File: config.mk
export PLATFORM = sky130hd
export DESIGN_NAME = piso_serializer
export DESIGN_NICKNAME = d
export VERILOG_FILES = /design/src/rtl/piso_serializer.sv
export SDC_FILE = /design/constraint.sdc
export NUM_CORES = 1
export LEC_CHECK = 0
export CORE_UTILIZATION = 35
export CTS_CLUSTER_DIAMETER = 60
export DETAILED_ROUTE_END_ITERATION = 8
export DONT_BUFFER_PORTS = 1
export SLEW_MARGIN = 30
export SYNTH_ARGS = -nofsm -noshare
export SYNTH_HDL_FRONTEND = slang
export SYNTH_SLANG_ARGS = --single-unit
File: constraint.sdc
create_clock -name CLK -period 1.1 [get_ports CLK]
set_input_delay 0.11 -clock CLK [delete_from_list [all_inputs] [get_ports CLK]]
set_output_delay 0.11 -clock CLK [all_outputs]
set_load 0.05 [all_outputs]
File: src/rtl/piso_serializer.sv
// Parallel-in serial-out frame serializer with stall, bit-order select and back-to-back loads.
// Optional trailing parity bit is compiled in with `define SER_PARITY_EN.
module piso_serializer #(
    parameter int unsigned DATA_WIDTH = 8
) (
    input  logic                  CLK,
    input  logic                  RST,
    input  logic [DATA_WIDTH-1:0] P_DATA,
    input  logic                  load,
    input  logic                  msb_first,
    input  logic                  ser_en,
`ifdef SER_PARITY_EN
    input  logic                  par_typ,
`endif
    output logic                  ser_data,
    output logic                  ser_done,
    output logic                  ready,
    output logic                  busy
);

`ifdef SER_PARITY_EN
    localparam int unsigned FRAME_LEN = DATA_WIDTH + 1;
`else
    localparam int unsigned FRAME_LEN = DATA_WIDTH;
`endif
    localparam int unsigned CNT_W = $clog2(FRAME_LEN + 1);

    typedef enum logic [1:0] {
        IDLE  = 2'd0,
        SHIFT = 2'd1,
        DONE  = 2'd2
    } state_t;

    state_t                state, state_nxt;
    logic [CNT_W-1:0]      cnt, cnt_nxt;
    logic [DATA_WIDTH-1:0] sreg, sreg_nxt;
    logic                  order, order_nxt;
    logic                  ser_data_nxt;
    logic                  ser_done_nxt;
    logic                  ready_nxt;
    logic                  busy_nxt;
    logic                  capture;
    logic                  out_bit;
`ifdef SER_PARITY_EN
    logic                  par_bit, par_bit_nxt;
`endif

    // Bit presented at the emitting end of the frame for the current count.
    always_comb begin
        out_bit = order ? sreg[DATA_WIDTH-1] : sreg[0];
`ifdef SER_PARITY_EN
        if (cnt == CNT_W'(DATA_WIDTH)) begin
            out_bit = par_bit;
        end
`endif
    end

    // State register and registered outputs.
    always_ff @(posedge CLK or negedge RST) begin
        if (!RST) begin
            state    <= IDLE;
            cnt      <= '0;
            sreg     <= '0;
            order    <= 1'b0;
            ser_data <= 1'b0;
            ser_done <= 1'b0;
            ready    <= 1'b1;
            busy     <= 1'b0;
`ifdef SER_PARITY_EN
            par_bit  <= 1'b0;
`endif
        end else begin
            state    <= state_nxt;
            cnt      <= cnt_nxt;
            sreg     <= sreg_nxt;
            order    <= order_nxt;
            ser_data <= ser_data_nxt;
            ser_done <= ser_done_nxt;
            ready    <= ready_nxt;
            busy     <= busy_nxt;
`ifdef SER_PARITY_EN
            par_bit  <= par_bit_nxt;
`endif
        end
    end

    // Next-state and next-output logic.
    always_comb begin
        state_nxt    = state;
        cnt_nxt      = cnt;
        sreg_nxt     = sreg;
        order_nxt    = order;
        ser_data_nxt = ser_data;
        capture      = 1'b0;
`ifdef SER_PARITY_EN
        par_bit_nxt  = par_bit;
`endif

        case (state)
            IDLE: begin
                ser_data_nxt = 1'b0;
                capture      = load;
            end
            SHIFT: begin
                if (ser_en) begin
                    ser_data_nxt = out_bit;
                    sreg_nxt     = order ? (sreg << 1) : (sreg >> 1);
                    cnt_nxt      = cnt + CNT_W'(1);
                    if (cnt == CNT_W'(FRAME_LEN - 1)) begin
                        state_nxt = DONE;
                    end
                end
            end
            DONE: begin
                if (load) begin
                    capture = 1'b1;
                end else begin
                    state_nxt    = IDLE;
                    ser_data_nxt = 1'b0;
                end
            end
            default: begin
                state_nxt    = IDLE;
                ser_data_nxt = 1'b0;
            end
        endcase

        // Accepted load: ready is high in both IDLE and DONE.
        if (capture) begin
            sreg_nxt  = P_DATA;
            order_nxt = msb_first;
            cnt_nxt   = '0;
            state_nxt = SHIFT;
`ifdef SER_PARITY_EN
            par_bit_nxt = (^P_DATA) ^ par_typ;
`endif
        end

        ready_nxt    = (state_nxt != SHIFT);
        busy_nxt     = (state_nxt == SHIFT);
        ser_done_nxt = (state_nxt == DONE);
    end

endmodule
== Word-level counts from Yosys, hierarchy flattened ==
Index checks and enable logic that the tools add are counted.

* Add/subtract/negate cells: 1
* Equal/unequal tests: 8
* Mux-type cells: 18
* Reductions and logical operators: 5

{| class="wikitable"
|+ Operators by type and width
! operator !! count
|-
| $mux W8 || 4
|-
| $mux W4 || 3
|-
| $mux W2 || 4
|-
| $pmux W2 S3 || 1
|-
| $add A4 B1 Y4 const B || 1
|-
| $eq A2 B1 Y1 const B || 2
|-
| $eq A2 B2 Y1 const B || 2
|-
| $eq A4 B3 Y1 const B || 1
|-
| $mux W1 || 4
|-
| $ne A2 B2 Y1 const B || 2
|-
| $pmux W1 S2 || 2
|-
| $reduce_and A2 Y1 || 2
|-
| $reduce_bool A2 Y1 || 2
|-
| $logic_not A2 Y1 || 1
|-
| $ne A2 B1 Y1 const B || 1
|}

* Flip-flop bits (word level): 19
* Input port bits: 13
* Output and inout port bits: 4
* Logic and storage cells: 40

== Logic depth before layout (Yosys ltp) ==
Gate-level depths: netlist of the first run.

* Word-level depth: 6
* Mapped depth: 4
* Mapped depth without buffers: 4

== Worst setup path after synthesis of the first run ==
No wires, ideal clock.

* Path type: reg2reg
* From: reg state[0]
* To: reg sreg[5]
* Library setup time: 131 ps
* Arrival: 954 ps
* Required time: 969 ps
* Setup slack: 15 ps
* Cell stages (with the launch flop): 5
* Path buffers: 1
* Clock period less this slack: 1085 ps
* Cells stage by stage: dfrtp_1 -> nand2b_2 -> buf_4 -> nand3_1 -> o211ai_1

* Longest elaborated chain between the ends: 4
* Elaborated cells on any way between the ends: 8
* Those cells by class: eq/ne (2); mux (2); reduce/logical (4)

{| class="wikitable"
|+ RTL lines
! what !! RTL line !! RTL
|-
| from (decl) || 34 || <nowiki>state_t state, state_nxt;</nowiki>
|-
| from (signal assigned) || 73 || <nowiki>state <= state_nxt;</nowiki>
|-
| $eq A2 B2 Y1 or $logic_not A2 Y1 (tied branches) || 99 || <nowiki>case (state)</nowiki>
|-
| $pmux W1 S2 || 99 ||
|-
| $reduce_bool A2 Y1 (no source line) || - ||
|-
| $reduce_and A2 Y1 (no source line) || - ||
|-
| to (signal assigned) || 75 || <nowiki>sreg <= sreg_nxt;</nowiki>
|-
| to (decl) || 36 || <nowiki>logic [DATA_WIDTH-1:0] sreg, sreg_nxt;</nowiki>
|}

Parallel ways exist; a longest one is shown, timed or not.
A chain may end at the register's enable or synchronous reset.

== Worst setup path in the final report of the first run ==
* From: reg state[1]
* To: reg cnt[2]

* Longest elaborated chain between the ends: 4
* Elaborated cells on any way between the ends: 8
* Those cells by class: eq/ne (2); mux (2); reduce/logical (4)

{| class="wikitable"
|+ RTL lines
! what !! RTL line !! RTL
|-
| $eq A2 B2 Y1 or $logic_not A2 Y1 (tied branches) || 99 ||
|-
| $pmux W1 S2 || 99 ||
|-
| $reduce_bool A2 Y1 (no source line) || - ||
|-
| $reduce_and A2 Y1 (no source line) || - ||
|-
| to (signal assigned) || 74 || <nowiki>cnt <= cnt_nxt;</nowiki>
|-
| to (decl) || 35 || <nowiki>logic [CNT_W-1:0] cnt, cnt_nxt;</nowiki>
|}

Parallel ways exist; a longest one is shown, timed or not.

==> results_dict.tcl, run 1 <==
set metrics [dict create \
    drtPass1Iterations 4 \
    timing.reg2reg.setup_slack_ps -30 \
    crit_path_start "state[1]" \
    route.detailed.drc 0 \
    use_met1_pct 21.3 \
    cp_max_fo 3 \
    synth_area_leader_cell "dfrtp_1" \
    slowest_stage "dfrtp_1" \
    async_flop_share_pct 100 \
    cts_htree_levels 1 \
    ioPinCount 17 \
    fin_crit_ps 1130 \
    syn_avg_cell_area_um2 10.6 \
    worstMarginPinSlew_ps 846 \
    cp_cell_sequence "buf_6 -> nand3b_1 -> xnor2_1 -> a22o_1" \
    outcome "complete, but fails checks" \
    setup_ws_ps -33.1 \
    swShare_pct 38.1 \
    diodes 0 \
    synth_xor_area_share_pct 0.964 \
    rsz0062_at_grt "yes" \
    grt_pass1_vias 694 \
    cap_violations 0 \
    num-fill-cells 242 \
    synth_area_leaders "dfrtp_1 50%, mux2i_1 8.8%, nand3_1 6.1%" \
    cts_buffer_depth 2 \
    synth_cell_types 27 \
    netSwitchingPower_mw 1.03 \
    grt_max_degree 20 \
    seqPwrFrac_pct 47.6 \
    grt_pass1_wl_um 3110 \
    slew_headroom_pct 43.6 \
    yosysMostFrequentCell "dfrtp_1" \
    p_comb_share_pct 39.6 \
    core_um2 2450 \
    reg2regPathDepth 4 \
    crit_path_start_kind "flip-flop" \
    cts_buffers 3 \
    setup.worst_path.end_class "flip-flop" \
    hpwlAfterDp_um 1270 \
    clockRootBuffer "clkbuf_4" \
    clkPwrFrac_pct 12.8 \
    critPathTopFamily "flip-flops" \
    fin_nets 121 \
    period_share_pct 103 \
    wl_per_cell_um 13.5 \
    synthSimpleGateAreaFrac_pct 21.5 \
    cp.required_ps 1280 \
    antenna_left 0 \
    drive_gt1_share_pct 19.8 \
    violations "hold timing, setup timing" \
    drt_wl_total_um 1830 \
    crit_buf_inv 1 \
    cts_tree "done" \
    synth_cells 86 \
    hold_ws_ps -22.8 \
    areaGrowthSynthToFinish_pct 26.6 \
    hold_class "in -> async" \
    fin_skew_ps 8.67 \
    rr_endpoint "cnt[2]" \
    regArea_um2 478 \
    cts_sinks 19 \
    vias_per_cell 5.34 \
    drtIter0Drc 10 \
    synth_compound_area_share_pct 11.2 \
    reg2reg_from "state[1]" \
    initial_utilization_pct 37.0 \
    vias 726 \
    ys_seq_area_share_pct 52.5 \
    powerDensity_nw_per_um2 2340 \
    p_int_mw 1.67 \
    synth_top_area_share_pct 49.6 \
    crit_arrival_ps 1320 \
    synthTopCellsByCount "18 x dfrtp_1, 14 x nand2_1, 11 x nand3_1" \
    fmax_ghz 0.883 \
    ir_drop_v 0.00101 \
    syn_nets 100 \
    num_rows 18 \
    grt_busiest_layer "met2" \
    port_buffers 0 \
    synth_edf_count 0 \
    synth_top_family_by_area "simple AND/OR/NAND/NOR gates" \
    critPathKind "reg -> reg" \
    totalPowerFinal_mw 2.70 \
    die_x_um 52.9 \
    antenna_found_initial 0 \
    synth.area.mux_share_pct 8.82 \
    path_clk_slew_ps 110 \
    multi_input_area_um2 410 \
    leakagePower_nw 0.527 \
    grt-ovfl-total 0 \
    gr-usage-all-layers_pct 15.6 \
    max_stage_delay_ps 410 \
    finalSetupViolCount 2 \
    syn_area_um2 908 \
    gr-usage-met3_pct 3.45 \
    globalRouteMet2Util_pct 23.6 \
    synthAdderAreaFrac_pct 1.38 \
    yosys_warnings 0 \
    die-area_um2 2800 \
    synth-seq-cells 19 \
    synthFlopType "dfrtp_1" \
    dieHeight_um 52.9 \
    gp_congestion 0.713 \
    clk_latency_ps 290 \
    report.final.slew_viol_count 0 \
    hold_viol_final 18 \
]
==> power groups by stage <==
stage	Combinational (mW)	Sequential [mW]	Clock, mW
2_1_floorplan	0.671	1.29	0
3_3_place_gp	0.964	1.28	0
3_5_place_dp	0.974	1.29	0
4_1_cts	1.03	1.28	0.365
5_1_grt	1.21	1.32	0.386
6_report	1.07	1.28	0.344
==> kinds of logic (layout without fill, tap and decap cells) <==
logic type	count (synthesis)	in the layout
flops	19	19
simple gates	38	38
compound gates	14	14
xor+xnor	1	1
mux	8	8
buf+inv	5	25
fa+ha+maj	1	1
==> placed cells by master, fill, tap and decap left out <==
master          netlist  final
xnor2_1               1      1
a31o_2                1      1
o21a_1                1      1
inv_1                 1      1
nand4_1               1      1
buf_12                0      1
o21ai_1               0      2
o211ai_1              6      6
a22o_1                1      1
nor2_1                4      4
mux2i_1               8      8
dfstp_2               1      1
clkbuf_4              0      3
dlygate4sd3_1         0      9
nor2b_1               1      1
ha_2                  0      1
a211oi_2              0      1
nand2b_4              0      1
nand3b_1              2      2
nand4b_1              1      1
and3b_2               1      1
dfrtp_2               0      1
buf_4                 2      8
nand3_1              11     11
clkbuf_1              1      1
nand3b_2              1      1
dlymetal6s4s_1        0      1
nand2_1              14     14
a32oi_1               1      1
dfrtp_1              18     17
nand2b_1              1      1
o21ai_0               3      1
buf_6                 1      1
==> per-stage QoR <==
step	cell area [um^2]	setup WS [ps]	utilization [%]	TNS, ps	cells
floorplan	908	15.0	-	0	86
global placement	996	-41.3	40.6	-72.8	121
detailed placement	996	-53.1	40.6	-344	121
CTS	1130	-35.7	46.1	-69.3	135
global route	1150	-77.1	46.8	-639	136
finish	1150	-33.1	46.8	-35.9	136
==> worst max-delay path by stage <==
stage,end,slack (ps),depth (start not counted)
after detailed placement,cnt[2],-50,4
after CTS,cnt[2],-40,4
final,cnt[2],-30,4
after global routing,cnt[2],-80,4
after global placement,cnt[2],-40,4
after floorplan,sreg[5],20,4
==> what timing repair did <==
| item | in CTS | in global routing |
|---|---|---|
| gates cloned | 0 | 0 |
| hold buffers | 10 | 0 |
| setup buffers | 0 | 1 |
| setup endpoints to repair | 15 | 17 |
| resized for setup | 4 | 4 |
| endpoints found under the hold margin | 28 | 0 |
| pin swaps | 2 | 2 |
==> metal layers <==
layer  wire, um  vias up
li1           -      351
met3         72        2
met2        876       12
met4         12        0
met1        868      361
met5          0        -
==> sequential cells by signal (all words and copies together), names as in the netlist <==
name	count
busy	1
cnt	4
order	1
ready	1
ser_data	1
ser_done	1
sreg	8
state	2
==> area by class of cell <==
cell class | instances | share of cell area (%)
multi-input cells | 62 | 35.7
inverters | 1 | 0.326
clock buffers | 4 | 2.29
flip-flops and latches | 19 | 41.6
well taps | 30 | 3.26
repair buffers | 20 | 16.9
No activity file was read; power rests on OpenSTA's default activity.
==> inputs of run 2 (changes only) <==
- CELL_PAD_IN_SITES_DETAIL_PLACEMENT: default -> 0
- CELL_PAD_IN_SITES_GLOBAL_PLACEMENT: default -> 1
- CORE_ASPECT_RATIO: default -> 0.8
- CTS_BUF_LIST: default -> sky130_fd_sc_hd__clkbuf_4
- PLACE_DENSITY_LB_ADDON: default -> 0.1
==> results_dict.tcl, run 2 (same netlist as run 1, synthesis figures left out) <==
set metrics [dict create \
    crit_arrival_ps 1010 \
    hold_class "in -> reg" \
    dieHeight_um 47.6 \
    fin_nets 125 \
    min_path_cells 2 \
    path_clk_slew_ps 110 \
    largest_reg_flops 8 \
    clk_latency_ps 310 \
    hold_end "ready" \
    grt_max_degree 20 \
    crit_path_start_kind "flip-flop" \
    min-delay-start "load" \
    worstMarginPinSlew_ps 444 \
    setup.worst_path.end_class "output port" \
    cp.required_ps 990 \
    gp_congestion 0.698 \
    dpl_cell_area_um2 1010 \
    report.final.slew_viol_count 0 \
    die-area_um2 2800 \
    clockRootBuffer "clkbuf_4" \
    setup_ws_ps -22.8 \
    wl_per_cell_um 13.6 \
    core_um2 2440 \
    drtPass1Iterations 4 \
    ioPinCount 17 \
    antenna_left 0 \
    cp_max_fo 1 \
    diodes 0 \
    reg.largest.list "sreg: 8 flops, cnt: 4 flops, state: 2 flops" \
    rr_endpoint "cnt[2]" \
    design_area_um2 1190 \
    drt_wl_total_um 1990 \
    cts_tree "done" \
    hold_viol_final 0 \
    critPathKind "reg -> out" \
    layout_common_cells "17 x dfrtp_1, 14 x nand2_1, 11 x nand3_1, 11 x buf_4, 10 x dlygate4sd3_1" \
    cts_buffer_depth 2 \
    grt_pass1_vias 652 \
    fmax_ghz 0.891 \
    reg2regPathDepth 4 \
    vias_per_cell 4.87 \
    layout_commonest_cell "dfrtp_1" \
    hpwlAfterDp_um 1390 \
    final_util_pct 48.6 \
    vias 711 \
    areaGrowthSynthToFinish_pct 30.7 \
    initial_utilization_pct 37.2 \
    rsz0062_at_grt "yes" \
    cap_violations 0 \
    powerDensity_nw_per_um2 2330 \
    grt-ovfl-total 0 \
    outcome "complete, but fails checks" \
    reg2reg_from "cnt[0]" \
    cts_sinks 19 \
    dp_cells 128 \
    period_share_pct 102 \
    timing.reg2reg.setup_slack_ps 10 \
    route.detailed.drc 0 \
    port_buffers 0 \
    gr-usage-all-layers_pct 16.6 \
    num_rows 16 \
    finalSetupViolCount 1 \
    cts_htree_levels 1 \
    fin_crit_ps 1120 \
    violations "setup timing" \
    drtIter0Drc 28 \
    cp.depth 0 \
    die_x_um 59.0 \
    drive_gt1_share_pct 22.7 \
    fin_skew_ps 10.6 \
    hold_ws_ps 32.5 \
    slew_headroom_pct 70.4 \
    cts_buffers 3 \
    grt_pass1_wl_um 3220 \
    ir_drop_v 0.000953 \
    pre_cts_slack_ps -44.8 \
    leakagePower_nw 0.543 \
    largest_register "sreg" \
    fin_cells 146 \
    antenna_found_initial 0 \
]
run 2: cell count changes in the layout (fill, tap and decap cells not counted), sizes merged:
cell          delta
buf              +4
clkbuf           -1
clkinv           +1
dlygate4sd3      +1
dlymetal6s4s     -1
run 2: how the worst max path moves through the flow:
stage / slack, ps / startpoint / endpoint
after floorplan: 20 / state[0] / sreg[5]
after detailed placement: -40 / state[0] / sreg[2]
after global routing: -60 / ready / ready
after global placement: -30 / state[0] / sreg[1]
final: -20 / ready / ready
after CTS: -40 / ready / ready
run 2: metrics by stage:
step | power, mW | TNS (ps)
after floorplan | 1.96 | 0
after global placement | 2.30 | -126
after detailed placement | 2.31 | -271
after CTS | 2.77 | -48.3
after global routing | 2.98 | -185
final | 2.77 | -22.8
run 2: area by class of cell:
cell class,count,area [um^2]
fillers,238,1250
clock inverters,1,5.00
repair buffers,24,219
multi-input cells,62,414
inverters,1,3.75
clock buffers,3,22.5
well taps,36,45.0
flip-flops and latches,19,478
run 2: power breakdown:
group	internal (mW)	switching, mW	total, mW
clock network	0.136	0.226	0.362
logic	0.595	0.533	1.13
registers	0.970	0.307	1.28
total	1.70	1.07	2.77
run 2: layer usage:
layer / vias to the layer above / wire (um) / global-route usage [%]
met2: 21 / 795 / 23.2
met3: 4 / 140 / 6.49
met5: - / 0 / 0
met1: 330 / 1020 / 23.4
met4: 0 / 28 / 5.71
li1: 356 / - / -
run 2: what timing repair did:
action | 4_1_cts | 5_1_grt
hold buffers | 10 | 1
pin swaps | 4 | 11
hold endpoints to repair | 28 | 18
gates resized for setup | 4 | 1
setup endpoints to repair | 13 | 5
setup buffers | 2 | 1
